## config.mk

```make
export PLATFORM = sky130hd
export DESIGN_NAME = frame_receiver
export DESIGN_NICKNAME = d
export VERILOG_FILES = /design/src/rtl/frame_receiver.sv
export SDC_FILE = /design/constraint.sdc
export NUM_CORES = 1
export LEC_CHECK = 0
export ABC_AREA = 1
export BUFFER_PORTS_ARGS = -buffer_cell sky130_fd_sc_hd__buf_2
export CAP_MARGIN = 10
export CORE_MARGIN = 1.5
export CORE_UTILIZATION = 40
export DETAILED_ROUTE_END_ITERATION = 6
export SYNTH_ARGS = -nofsm -noshare
export SYNTH_HDL_FRONTEND = slang
export SYNTH_SLANG_ARGS = --single-unit
```

## constraint.sdc

```tcl
create_clock -name i_clk -period 2.15 [get_ports i_clk]
set_input_delay 0.3225 -clock i_clk [delete_from_list [all_inputs] [get_ports i_clk]]
set_output_delay 0.3225 -clock i_clk [all_outputs]
set_load 0.005 [all_outputs]
```

## src/rtl/frame_receiver.sv

```systemverilog
// ---------------------------------------------------------------------------
// frame_receiver
//   Receive-side deframer. Hunts the 2-byte frame alignment signal (FAS0,
//   FAS1) in the incoming line byte stream, collects PYLD_LEN payload bytes
//   into an internal buffer while running a CRC-8 (poly 0x07, init 0x00,
//   MSB-first), then checks the trailing CRC byte. With ARQ enabled it
//   returns ACK/NAK and only releases the payload on a pass; with ARQ
//   disabled the payload is always released and no response is sent.
//
// Ports
//   i_clk, i_rst_n                     clock, synchronous active-low reset
//   i_line_data / _valid, o_line_data_ready   line bytes from the RX FIFO
//   o_pyld_data / _valid, i_pyld_data_ready   payload bytes to the client
//   o_resp_data / _valid, i_resp_data_ready   ACK/NAK byte to response TX
//   i_arq_en                           ARQ mode, latched at the FAS1 match
//   o_crc_val                          CRC computed over the last frame
//   o_good_cnt, o_bad_cnt              saturating CRC pass / fail counters
//   o_rx_state                         FSM state encoding
// ---------------------------------------------------------------------------
module frame_receiver #(
   parameter logic [7:0]  FAS0     = 8'hF6,
   parameter logic [7:0]  FAS1     = 8'h28,
   parameter int unsigned PYLD_LEN = 16,
   parameter logic [7:0]  ACK_BYTE = 8'hAA,
   parameter logic [7:0]  NAK_BYTE = 8'h55
) (
   input  logic       i_clk,
   input  logic       i_rst_n,
   input  logic [7:0] i_line_data,
   input  logic       i_line_data_valid,
   output logic       o_line_data_ready,
   output logic [7:0] o_pyld_data,
   output logic       o_pyld_data_valid,
   input  logic       i_pyld_data_ready,
   output logic [7:0] o_resp_data,
   output logic       o_resp_data_valid,
   input  logic       i_resp_data_ready,
   input  logic       i_arq_en,
   output logic [7:0] o_crc_val,
   output logic [7:0] o_good_cnt,
   output logic [7:0] o_bad_cnt,
   output logic [2:0] o_rx_state
);

   localparam int unsigned AW       = (PYLD_LEN > 1) ? $clog2(PYLD_LEN) : 1;
   localparam logic [7:0]  LAST_IDX = 8'(PYLD_LEN - 1);

   typedef enum logic [2:0] {
      ST_HUNT  = 3'd0,
      ST_FAS   = 3'd1,
      ST_PYLD  = 3'd2,
      ST_CRC   = 3'd3,
      ST_RESP  = 3'd4,
      ST_DRAIN = 3'd5
   } state_e;

   state_e     state_q,      state_d;
   logic       arq_q,        arq_d;
   logic       pass_q,       pass_d;
   logic [7:0] crc_q,        crc_d;
   logic [7:0] crc_val_q,    crc_val_d;
   logic [7:0] good_q,       good_d;
   logic [7:0] bad_q,        bad_d;
   logic [7:0] wr_ptr_q,     wr_ptr_d;
   logic [7:0] rd_ptr_q,     rd_ptr_d;
   logic [7:0] pyld_data_q,  pyld_data_d;
   logic       pyld_valid_q, pyld_valid_d;
   logic [7:0] resp_data_q,  resp_data_d;
   logic       resp_valid_q, resp_valid_d;

   logic [7:0]    buf_mem [PYLD_LEN];
   logic          buf_we;
   logic [AW-1:0] buf_waddr;
   logic [7:0]    buf_wdata;

   logic       line_ready;
   logic       line_acc;
   logic       crc_pass;
   logic [7:0] crc_upd;
   logic [7:0] rd_next;

   // One byte of CRC-8, poly 0x07, MSB-first, no reflection.
   function automatic logic [7:0] crc8_next(input logic [7:0] crc, input logic [7:0] data);
      logic [7:0] c;
      c = crc ^ data;
      for (int i = 0; i < 8; i++) begin
         c = c[7] ? ((c << 1) ^ 8'h07) : (c << 1);
      end
      return c;
   endfunction

   // The line is backpressured while a response or payload is outstanding,
   // and also during the reset cycle itself.
   assign line_ready = i_rst_n && (state_q == ST_HUNT || state_q == ST_FAS ||
                                   state_q == ST_PYLD || state_q == ST_CRC);
   assign line_acc   = i_line_data_valid && line_ready;
   assign crc_pass   = (i_line_data == crc_q);
   assign crc_upd    = crc8_next(crc_q, i_line_data);
   assign rd_next    = rd_ptr_q + 8'd1;

   always_comb begin
      // NOTE: every signal driven here gets a default first; a path that
      // leaves one unassigned would infer a latch.
      state_d      = state_q;
      arq_d        = arq_q;
      pass_d       = pass_q;
      crc_d        = crc_q;
      crc_val_d    = crc_val_q;
      good_d       = good_q;
      bad_d        = bad_q;
      wr_ptr_d     = wr_ptr_q;
      rd_ptr_d     = rd_ptr_q;
      pyld_data_d  = pyld_data_q;
      pyld_valid_d = pyld_valid_q;
      resp_data_d  = resp_data_q;
      resp_valid_d = resp_valid_q;
      buf_we       = 1'b0;
      buf_waddr    = wr_ptr_q[AW-1:0];
      buf_wdata    = i_line_data;

      unique case (state_q)
         ST_HUNT: begin
            if (line_acc && i_line_data == FAS0) state_d = ST_FAS;
         end

         ST_FAS: begin
            if (line_acc) begin
               if (i_line_data == FAS1) begin
                  arq_d    = i_arq_en;
                  crc_d    = 8'h00;
                  wr_ptr_d = 8'h00;
                  rd_ptr_d = 8'h00;
                  state_d  = ST_PYLD;
               end else if (i_line_data != FAS0) begin
                  // A repeated FAS0 keeps the hunt armed; anything else drops it.
                  state_d = ST_HUNT;
               end
            end
         end

         ST_PYLD: begin
            if (line_acc) begin
               buf_we   = 1'b1;
               crc_d    = crc_upd;
               wr_ptr_d = wr_ptr_q + 8'd1;
               if (wr_ptr_q == LAST_IDX) state_d = ST_CRC;
            end
         end

         ST_CRC: begin
            if (line_acc) begin
               pass_d    = crc_pass;
               crc_val_d = crc_q;
               if (crc_pass) begin
                  if (good_q != 8'hFF) good_d = good_q + 8'd1;
               end else begin
                  if (bad_q != 8'hFF) bad_d = bad_q + 8'd1;
               end
               if (arq_q) begin
                  resp_data_d  = crc_pass ? ACK_BYTE : NAK_BYTE;
                  resp_valid_d = 1'b1;
                  state_d      = ST_RESP;
               end else begin
                  state_d = ST_DRAIN;
               end
            end
         end

         ST_RESP: begin
            if (i_resp_data_ready) begin
               resp_valid_d = 1'b0;
               // A failed frame is dropped: its buffer is simply never read.
               state_d      = pass_q ? ST_DRAIN : ST_HUNT;
            end
         end

         ST_DRAIN: begin
            if (!pyld_valid_q) begin
               // First DRAIN cycle primes the registered output.
               pyld_data_d  = buf_mem[rd_ptr_q[AW-1:0]];
               pyld_valid_d = 1'b1;
            end else if (i_pyld_data_ready) begin
               rd_ptr_d = rd_next;
               if (rd_ptr_q == LAST_IDX) begin
                  pyld_valid_d = 1'b0;
                  state_d      = ST_HUNT;
               end else begin
                  pyld_data_d = buf_mem[rd_next[AW-1:0]];
               end
            end
         end

         default: state_d = ST_HUNT;
      endcase
   end

   always_ff @(posedge i_clk) begin
      // NOTE: state registers use non-blocking assignments so every flop
      // samples the pre-edge values regardless of statement order.
      if (!i_rst_n) begin
         state_q      <= ST_HUNT;
         arq_q        <= 1'b0;
         pass_q       <= 1'b0;
         crc_q        <= 8'h00;
         crc_val_q    <= 8'h00;
         good_q       <= 8'h00;
         bad_q        <= 8'h00;
         wr_ptr_q     <= 8'h00;
         rd_ptr_q     <= 8'h00;
         pyld_data_q  <= 8'h00;
         pyld_valid_q <= 1'b0;
         resp_data_q  <= 8'h00;
         resp_valid_q <= 1'b0;
      end else begin
         state_q      <= state_d;
         arq_q        <= arq_d;
         pass_q       <= pass_d;
         crc_q        <= crc_d;
         crc_val_q    <= crc_val_d;
         good_q       <= good_d;
         bad_q        <= bad_d;
         wr_ptr_q     <= wr_ptr_d;
         rd_ptr_q     <= rd_ptr_d;
         pyld_data_q  <= pyld_data_d;
         pyld_valid_q <= pyld_valid_d;
         resp_data_q  <= resp_data_d;
         resp_valid_q <= resp_valid_d;
      end
   end

   // NOTE: the payload buffer has no reset; every entry is written before it
   // is read within a frame, so the pointers alone define its contents.
   always_ff @(posedge i_clk) begin
      if (buf_we) buf_mem[buf_waddr] <= buf_wdata;
   end

   assign o_line_data_ready = line_ready;
   assign o_pyld_data       = pyld_data_q;
   assign o_pyld_data_valid = pyld_valid_q;
   assign o_resp_data       = resp_data_q;
   assign o_resp_data_valid = resp_valid_q;
   assign o_crc_val         = crc_val_q;
   assign o_good_cnt        = good_q;
   assign o_bad_cnt         = bad_q;
   assign o_rx_state        = state_q;

endmodule

```

After elaboration in Yosys (flattened, before gate mapping)
Memories as Yosys holds them, arrays and structs flattened. A register that Yosys moved wholly into a read port is not among the register bits.
Cells that the tools add are included.
{ "classes": {"add_sub_neg": 4, "n_eq_ne": 27, "muxes": 48, "bitwise": 10, "n_reduce_logical": 20} }
{ "ops": {"columns": ["operator", "count"], "rows": [
  ["2-to-1 mux 8 bit", 10],
  ["2-to-1 mux 3 bit", 20],
  ["one-hot mux 8 bit (2 select lines)", 3],
  ["adder 8 x 1 -> 8 bit, second input constant", 4],
  ["inequality test 8 bit, second input constant", 3],
  ["inverter 3 bit", 8],
  ["inequality test 2 bit, second input constant", 10],
  ["one-hot mux 3 bit (6 select lines)", 1],
  ["== test 8 x 4 -> 1 bit, second input constant", 2],
  ["AND reduction 4 bit", 4],
  ["2-to-1 mux 1 bit", 11],
  ["AND reduction 10 bit", 1],
  ["AND reduction 3 bit", 3],
  ["== test 8 x 6 -> 1 bit, second input constant", 1],
  ["== test 8 bit", 1],
  ["== test 8 bit, second input constant", 1],
  ["2-to-1 mux 4 bit", 2],
  ["XOR 8 bit", 1],
  ["== test 3 x 2 -> 1 bit, second input constant", 2],
  ["== test 3 bit, second input constant", 2],
  ["inequality test 2 x 1 -> 1 bit, second input constant", 3],
  ["nonzero test 2 bit", 3],
  ["AND reduction 5 bit", 1],
  ["== test 3 x 1 -> 1 bit, second input constant", 1],
  ["7 further kinds", 11]
]} }
{ "totals": {"reg_bits": 71, "ram_bits": 128, "inputBits": 14, "out_inout_bits": 46, "mem_count": 1} }
{ "mem_list": {"columns": ["memory", "depth", "width", "read_ports", "rd_clocked_by_memory_dff", "write_ports", "line", "text"], "rows": [
  ["buf_mem", 16, 8, 2, 1, 1, "71", "logic [7:0] buf_mem [PYLD_LEN];"]
]} }

Longest topological paths before layout
Gate-level depths: netlist of the first run.
{ "depth": {"ltp_word": 19, "depth_mapped": 13, "ltp_nobuf": 11} }

Worst setup path after synthesis of the first run
Ideal clock, no wire load.
{ "synth_path": {"path_type": "register to register", "startpoint": "register state_q[1], in the netlist o_rx_state[1]", "endpoint": "memory buf_mem[0][0], enable pin", "setup_ns": 0.370, "arrival_ns": 1.650, "required_ns": 1.780, "slack_ns": 0.129, "path_stages_with_launch": 8, "cell_sequence": "dfxtp_1 nand2_1 nor2_2 inv_2 nor2_2 buf_2 nand2_1 nor2_1"} }
{ "synth_between": {"elab_chain_len": 10, "word_cells_on_any_way": 13, "classes_between": "eq/ne (3); mux (4); reduce/logical (6)"} }
{ "synth_rtl": {"columns": ["element", "line", "text"], "rows": [
  ["from (decl)", "57", "state_e state_q, state_d;"],
  ["from (signal assigned)", "215", "state_q <= state_d;"],
  ["== test 3 x 1 -> 1 bit / logical NOT 3 bit (equally long branches)", "94", "assign line_ready = i_rst_n && (state_q == ST_HUNT || state_q == ST_FAS ||"],
  ["logical OR 1 bit (2 in series)", "94", null],
  ["logical OR 1 bit", "95", "state_q == ST_PYLD || state_q == ST_CRC);"],
  ["logical AND 1 bit", "94", null],
  ["logical AND 1 bit", "96", "assign line_acc = i_line_data_valid && line_ready;"],
  ["2-to-1 mux 1 bit", "142", "if (line_acc) begin"],
  ["2-to-1 mux 1 bit *", "121", "unique case (state_q)"],
  ["2-to-1 mux 1 bit *", "234", "if (buf_we) buf_mem[buf_waddr] <= buf_wdata;"],
  ["2-to-1 mux 1 bit (implied by the code) *", "234", null],
  ["to (decl)", "71", null]
]} }
Mark *: on every way between the ends. The rest lies on a longest branch, timed or not.

Worst setup path in the final report of the first run
{ "layout_path": {"startpoint": "register state_q[2], in the netlist o_rx_state[2]", "endpoint": "memory buf_mem[0][3], enable pin"} }
The elaborated chain is that of the path after synthesis.

==> flow_summary.ini, run 1 <==
[run_status]
status = finished, final reports clean

[detailed_routing]
post_drt_via_cell_ratio = 5.19
drt-total-wl_um = 30300
drc_errors = 0
vias = 9204
detail-route-antenna-nets = 0
post_drt_wl_per_cell_um = 17.1
first_pass_iters = 5
drt_iter0_markers = 884

[clocking]
clock_latency_ns = 0.45
cts-resized-gates = 0
ctsRootBufferMaster = clkbuf_16
cts_tree = done
ctsHoldBuffers = 0
clockBufferDepth = 2
cts.htree.levels = 4
cts.sinks = 197
cts-buffers-inserted = 17
clk_pin_slew_ns = 0.08
post_cts_buffers = 0

[logic_synthesis]
synth.avg_cell_area_um2 = 7.78
synth-seq-cells = 197
netlist_instances = 1350
synth_flop_cell = edfxtp_1
ys_warn_count = 0
async_reset_ff_frac = 0
ys_seq_area_frac = 0.498
ys_types = 41
syn_area_um2 = 10500
synth_edf_count = 128
syn-num-nets = 1374

[final_layout]
syn_to_final_growth_pct = 14.8
n_antenna_cell = 0
nFillCells = 2469
layout-drive-gt1-share = 0.133
nets = 1450
stdcell_area_um2 = 12000

[critical_path]
arrival_ns = 2.10
crit_path_end_kind = flip-flop
path_class = reg2reg
crit_fanout = 8
cp.required_ns = 2.29
start_kind = flip-flop

[global_routing]
first_global_vias = 8497
grt_first_pass_wirelength_um = 47200
grt_max_degree = 60
gr-usage-all-layers = 0.231
antenna_found_initial = 0
gr-total-overflow = 0

[sta]
finalMaxSlewViolations = 0
hold_viol = 0
fin_skew_ns = 0.0123
period_share = 0.912
holdWs_ns = 0.168
maxSlewHeadroom = 0.548
setup_viol = 0
tns_ns = 0
worst_pin_slew_ns = 0.677
rsz0062_at_grt = no
finalCriticalPeriod_ns = 1.96
fmax_mhz = 510

[place]
dpl_cell_area_um2 = 11500
gp_congestion = 0.847
port-buffer-count = 59
hpwl_um = 19800

[pwr]
ir_worst_vdd_mv = 0.515
clockPowerShare = 0.397
combPwrFrac = 0.098
p_per_area_nw_per_um2 = 683
seq_power_share = 0.505
switching_share = 0.267
cellLeakagePower_uw = 0.00524
p_switching_uw = 2200
p_int_uw = 6030

[run]
drv_cap = 0

[floorplan]
design.core.area_um2 = 25900
die_area_um2 = 27200
start_util = 0.405
num_rows = 59
fp.dieH_um = 165
io_pins = 60
die_width_um = 165

[worst_hold_path]
hold_class = in2reg
-- routing by layer --
| metal | vias up | part of all wire | global-route usage |
|---|---|---|---|
| li1 | 4513 | - | - |
| met1 | 4271 | 0.42 | 0.306 |
| met2 | 355 | 0.49 | 0.376 |
| met3 | 65 | 0.064 | 0.0374 |
| met4 | 0 | 0.030 | 0.0917 |
| met5 | - | 0 | 0 |
-- sequential cells by signal, summed over array words and instances, names as in the netlist, named ones only --
| register | flops |
|---|---|
| buf_mem | 128 |
| o_pyld_data_valid | 1 |
| o_pyld_data | 8 |
| arq_q | 1 |
| o_rx_state | 3 |
| o_bad_cnt | 8 |
| pass_q | 1 |
| rd_ptr_q | 8 |
| wr_ptr_q | 8 |
| o_good_cnt | 8 |
| o_crc_val | 8 |
| o_resp_data | 2 |
| crc_q | 8 |
| o_resp_data_valid | 1 |
-- metrics by stage --
step | instances | setup WS, ns | utilization | power, µW
after floorplan | 1350 | 0.129 | - | 4730
after global placement | 1742 | 0.0811 | 0.442 | 5040
after detailed placement | 1742 | 0.0961 | 0.442 | 5050
after CTS | 1774 | 0.197 | 0.465 | 8270
after global routing | 1774 | 0.0130 | 0.465 | 8550
final | 1774 | 0.189 | 0.465 | 8230
-- worst max-delay path: stages, from the launching register on --
cell and delay [ns]:
dfxtp_1 0.42, nor2_2 0.17, nand2_2 0.17, nor2_2 0.32
nand2_1 0.19, nor2_1 0.15, buf_4 0.23
-- worst paths after layout --
path	start	to	slack [ns]	cells past startpoint
max reg2reg	o_rx_state[2]	buf_mem[0][3]	0.19	6
min reg2reg	rd_ptr_q[7]	rd_ptr_q[7]	0.48	2
max	o_rx_state[2]	buf_mem[0][3]	0.19	6
min	i_arq_en	arq_q	0.17	3
-- layout by cell type (no fill, tap or decap), drive strengths merged --
cell / n
nor2: 86
nand2: 382
or2: 4
and3: 1
a21oi: 48
nand3: 249
clkinv: 7
a31oi: 1
inv: 206
nand4: 11
edfxtp: 128
buf: 123
clkbuf: 19
o2111ai: 1
o211ai: 12
xor2: 14
o31ai: 1
o21ai: 36
ha: 10
dfxtp: 69
xnor2: 18
nor3: 13
-- logic make-up (layout without fill, tap and decap cells) --
family	count (synthesis)	count (layout)	share of synthesized area
flip-flops	197	197	0.498
buffers and inverters	266	355	0.101
AND/OR/NAND/NOR	746	746	0.310
adder cells (fa/ha/maj)	10	10	0.0119
XOR/XNOR	32	32	0.0274
AO/OA/AOI/OAI	99	99	0.0526
-- Yosys cell counts (all sizes together), types with 3 or more instances --
library cell,number,area [µm²]
a21oi,48,244
clkinv,3,12.5
nor2,86,355
xnor2,18,158
nand3,249,1270
o211ai,12,90.1
xor2,14,130
nand4,11,68.8
dfxtp,69,1380
inv,197,739
ha,10,125
o21ai,36,195
edfxtp,128,3840
buf,31,173
nor3,13,76.3
clkbuf,35,133
or2,4,25.0
nand2,382,1450
-- power by group through the flow --
stage / sequential, µW / combinational, µW / clock (µW)
global route: 4170 / 913 / 3470
global placement: 4240 / 797 / 0
finish: 4160 / 807 / 3260
detailed placement: 4250 / 802 / 0
floorplan: 4240 / 489 / 0
CTS: 4160 / 807 / 3310
-- area by class of cell --
cell class	count	area, µm²	share of cell area
sequential	197	5230	0.434
clock inverter	13	130	0.0108
clock buffer	19	464	0.0385
timing repair buffer	123	838	0.0696
multi-input combinational	887	4220	0.350
inverter	200	752	0.0624
tap	335	419	0.0348
Note: power is estimated with default switching activity, not from simulation.
==> run 2: changes to the inputs <==
CORE_UTILIZATION = 60   (was 40)
PLACE_DENSITY = 0.79   (was unset)
==> run 2 against run 1 <==
  * Sequential power about the same
  * Die area fell by 33%
  * Sequential cell count stayed put
  * First-iteration DRC count rose by 12%
  * Register-to-register slack lost 0.07 ns
  * Non-clock buffer count is 5 lower
  * Count of clock-buffer cells in the layout down 1
  * Combinational power shrank 1%
==> flow_summary.ini, run 2 (synthesized netlist as in run 1, its figures left out) <==
[sta]
fmax_mhz = 493
holdWs_ns = 0.152
finalMaxSlewViolations = 0
setup_viol = 0
tns_ns = 0
maxSlewHeadroom = 0.571
rsz0062_at_grt = no
worst_pin_slew_ns = 0.642
finalCriticalPeriod_ns = 2.03
period_share = 0.944
hold_viol = 0
fin_skew_ns = 0.00697

[critical_path]
path_class = reg2reg
crit_path_end_kind = flip-flop
start_kind = flip-flop
crit_path_start = o_rx_state[2]
rr_startpoint = o_rx_state[2]
rr_worst_depth = 8
cp.required_ns = 2.30
crit_end = buf_mem[0][2]
r2r_slack_ns = 0.12
crit_fanout = 8
rr_endpoint = buf_mem[0][2]
arrival_ns = 2.18

[clocking]
clockBufferDepth = 2
clock_latency_ns = 0.44
ctsHoldBuffers = 0
cts.htree.levels = 4
cts_tree = done
post_cts_buffers = 0
cts-resized-gates = 0
cts.sinks = 197
ctsRootBufferMaster = clkbuf_16
cts-buffers-inserted = 17
clk_pin_slew_ns = 0.07

[pwr]
p_int_uw = 6190
p_per_area_nw_per_um2 = 690
cellLeakagePower_uw = 0.00520
ir_worst_vdd_mv = 0.625
switching_share = 0.243
p_switching_uw = 1990
clockPowerShare = 0.396
combPwrFrac = 0.097
seq_power_share = 0.507

[floorplan]
fp.dieH_um = 135
die_width_um = 135
io_pins = 60
num_rows = 48
design.core.area_um2 = 17200
die_area_um2 = 18300
start_util = 0.611

[final_layout]
final_cell_mix = 377 x nand2_1, 246 x nand3_1, 187 x inv_1
n_antenna_cell = 0
nFillCells = 1396
largest_register_ff_count = 128
syn_to_final_growth_pct = 13.0
nets = 1445
final_cells = 1659
layout-drive-gt1-share = 0.128
largest_register = buf_mem
final_common_cell = nand2_1

[detailed_routing]
drt-total-wl_um = 28400
first_pass_iters = 6
post_drt_via_cell_ratio = 5.69
detail-route-antenna-nets = 0
drt_iter0_markers = 993
drc_errors = 0
vias = 9432
post_drt_wl_per_cell_um = 17.1

[global_routing]
gr-total-overflow = 0
gr-usage-all-layers = 0.324
antenna_found_initial = 0
first_global_vias = 8868
grt_max_degree = 57
grt_first_pass_wirelength_um = 45000

[place]
gp_congestion = 0.923
dp_cells = 1627
hpwl_um = 19100
port-buffer-count = 59

[worst_hold_path]
hold_depth = 3
hold_class = in2reg

[run_status]
status = finished, final reports clean

[run]
drv_cap = 0
run 2: cell types whose count changed in the layout (fill, tap and decap cells not counted), sizes merged:
cell and delta:
clkinv +1, inv -7, clkbuf -1, clkinvlp +4, bufinv +3, buf -5
run 2: layout make-up:
cell class | instances | area (µm²) | share of cell area
flip-flops and latches | 197 | 5230 | 0.440
repair buffers | 118 | 801 | 0.0675
well taps | 225 | 282 | 0.0237
clock inverters | 14 | 160 | 0.0135
inverters | 200 | 752 | 0.0634
clock buffers | 18 | 429 | 0.0362
multi-input cells | 887 | 4220 | 0.355
run 2: worst min path at each step:
stage                                to            from  slack, ns
after global placement      rd_ptr_q[7]     rd_ptr_q[7]       0.45
after floorplan           buf_mem[0][0]  i_line_data[0]       0.42
final                             arq_q        i_arq_en       0.15
after detailed placement    rd_ptr_q[7]     rd_ptr_q[7]       0.46
after CTS                         arq_q        i_arq_en       0.15
after global routing              arq_q        i_arq_en       0.17
run 2: critical path, cell delays in order (launching register included):
cell	delay, ns
dfxtp_1	0.41
inv_2	0.12
nand2_1	0.07
nor2_2	0.20
inv_2	0.07
nor2_2	0.26
nand2_1	0.21
nor2_1	0.18
buf_4	0.21
run 2: through the flow:
step	setup slack (ns)	instance area, µm²	power (µW)	util
after floorplan	0.129	10500	4730	-
after global placement	0.144	11300	5000	0.657
after detailed placement	0.0892	11300	5020	0.657
after CTS	0.182	11900	8200	0.691
after global routing	0.0134	11900	8460	0.691
final	0.121	11900	8180	0.691
run 2: power groups by stage:
stage / combinational [µW] / sequential [µW] / clock, µW
2_1_floorplan: 489 / 4240 / 0
3_3_place_gp: 772 / 4230 / 0
3_5_place_dp: 786 / 4230 / 0
4_1_cts: 791 / 4150 / 3260
5_1_grt: 891 / 4160 / 3410
6_report: 795 / 4150 / 3240
run 2: per-layer routing:
| metal | wire, µm | global-route usage | share of wire |
|---|---|---|---|
| met3 | 2670 | 0.0606 | 0.094 |
| met2 | 13500 | 0.535 | 0.48 |
| met5 | 0 | 0 | 0 |
| met1 | 11000 | 0.408 | 0.39 |
| met4 | 1120 | 0.167 | 0.040 |
==> run 3: changes to the inputs <==
BUFFER_PORTS_ARGS = -buffer_cell sky130_fd_sc_hd__buf_4   (was -buffer_cell sky130_fd_sc_hd__buf_2)
==> run 3 against run 2 <==
  * The flow now finishes with violations (design-rule violations)
  * Global-route usage grew 0.23 points
  * Highest routed layer unchanged
  * Clock skew grew 0.0089 ns
  * First-iteration DRC count is 19% higher
  * Total power fell by 1.6%
  * Largest cell class unchanged
  * Worst hold slack improved by 0.023 ns
  * Register-to-register slack better by 0.09 ns
  * Via count rose by 0.95%
  * Sequential cell count stayed put
  * Largest power group unchanged
  * Sequential share of layout area fell by 0.46 points
  * Design area increased by 1.1%
  * Critical path depth fell by 2
  * Clock power shrank 5%
==> flow_summary.ini, run 3 (synthesized netlist as in run 1, its figures left out) <==
[run_status]
status = finished with violations
violations = design-rule violations

[critical_path]
crit_top_cell = nor2_2
rr_worst_depth = 6
crit_path_end_kind = flip-flop
arrival_ns = 2.09
crit_path_start = o_rx_state[2]
cp.required_ns = 2.29
path_class = reg2reg
start_kind = flip-flop
max_stage_delay_ns = 0.41
crit_end = buf_mem[9][1]
r2r_slack_ns = 0.21
rr_startpoint = o_rx_state[2]
rr_endpoint = buf_mem[9][1]
crit_fanout = 8
cp_slowest_cell = dfxtp_1
path_cells = nor2_2, nand2_2, nor2_2, nand2_1, nor2_1, buf_4

[clocking]
ctsHoldBuffers = 0
clockBufferDepth = 2
post_cts_buffers = 0
clock_latency_ns = 0.44
cts.htree.levels = 4
clk_pin_slew_ns = 0.07
cts-resized-gates = 0
cts.sinks = 197
ctsRootBufferMaster = clkbuf_16
cts_tree = done
cts-buffers-inserted = 17

[sta]
finalMaxSlewViolations = 0
rsz0062_at_grt = no
fin_skew_ns = 0.0159
fmax_mhz = 515
tns_ns = 0
worst_pin_slew_ns = 0.621
period_share = 0.903
finalCriticalPeriod_ns = 1.94
maxSlewHeadroom = 0.586
hold_viol = 0
setup_viol = 0

[detailed_routing]
detail-route-antenna-nets = 0
drt_iter0_markers = 1182
post_drt_wl_per_cell_um = 17.3
drc_errors = 1
vias = 9522
drt-total-wl_um = 28600
first_pass_iters = 7
post_drt_via_cell_ratio = 5.75

[final_layout]
largest_register = buf_mem
final_cell_mix = 377 x nand2_1, 246 x nand3_1, 189 x inv_1
final_cells = 1657
nFillCells = 1365
final_common_cell = nand2_1
nets = 1443
largest_register_ff_count = 128
n_antenna_cell = 0
layout-drive-gt1-share = 0.126
syn_to_final_growth_pct = 14.2

[place]
dp_cells = 1625
port-buffer-count = 59
hpwl_um = 19000
gp_congestion = 0.921

[global_routing]
grt_max_degree = 43
gr-usage-all-layers = 0.327
antenna_found_initial = 1
first_global_vias = 9122
gr-total-overflow = 0
grt_first_pass_wirelength_um = 45500

[pwr]
cellLeakagePower_uw = 0.00522
ir_worst_vdd_mv = 0.621
p_per_area_nw_per_um2 = 671

[floorplan]
die_width_um = 135
die_area_um2 = 18300
fp.dieH_um = 135
design.core.area_um2 = 17200
num_rows = 48
io_pins = 60
start_util = 0.611

[run]
drv_cap = 0

[worst_hold_path]
min_from = i_arq_en
hold_class = in2reg
run 3: changes by cell type in the layout (fill, tap and decap cells not counted), moves of 3 or more:
cell | previous run | this run
buf_2 | 59 | 0
buf_4 | 54 | 110
bufinv_16 | 3 | 0
clkbuf_8 | 0 | 3
clkinvlp_4 | 4 | 0
run 3: layer usage:
metal / share of wire / GRT usage / routed length [µm]
met1: 0.38 / 0.401 / 10800
met2: 0.48 / 0.533 / 13700
met3: 0.10 / 0.0711 / 2920
met4: 0.044 / 0.189 / 1260
met5: 0 / 0 / 0
run 3: how the worst min path moves through the flow:
stage / endpoint / slack [ns] / depth (start not counted)
after floorplan: buf_mem[0][0] / 0.42 / 0
after global placement: rd_ptr_q[7] / 0.45 / 2
after detailed placement: rd_ptr_q[7] / 0.46 / 2
after CTS: arq_q / 0.17 / 3
after global routing: arq_q / 0.18 / 3
final: arq_q / 0.17 / 3
run 3: stage by stage:
stage          cell area (µm²)  hold slack (ns)  utilization  setup slack (ns)  total power [µW]
2_1_floorplan            10500            0.421            -             0.129              4730
3_3_place_gp             11400            0.452        0.665             0.180              5030
3_5_place_dp             11400            0.463        0.665             0.123              5050
4_1_cts                  12000            0.170        0.698             0.223              8060
5_1_grt                  12000            0.183        0.698            0.0160              8300
6_report                 12000            0.175        0.698             0.207              8050
run 3: area by class of cell:
class / instances / area, µm² / area share
timing repair buffer: 116 / 946 / 0.0789
sequential: 197 / 5230 / 0.436
clock buffer: 24 / 524 / 0.0437
clock inverter: 8 / 46.3 / 0.00386
multi-input combinational: 887 / 4220 / 0.352
tap: 225 / 282 / 0.0235
inverter: 200 / 752 / 0.0627
run 3: power breakdown:
part | internal [µW] | switching, µW | leakage (µW)
clock network | 1700 | 1370 | 0.000293
logic | 312 | 507 | 0.00322
registers | 4090 | 72.8 | 0.00171
total | 6100 | 1950 | 0.00522
run 3: critical path, delay by kind of cell (launching register included):
kind                   cells  cell delay, ns
buffers and inverters      1            0.21
AND/OR/NAND/NOR            5            1.01
flip-flops                 1            0.41
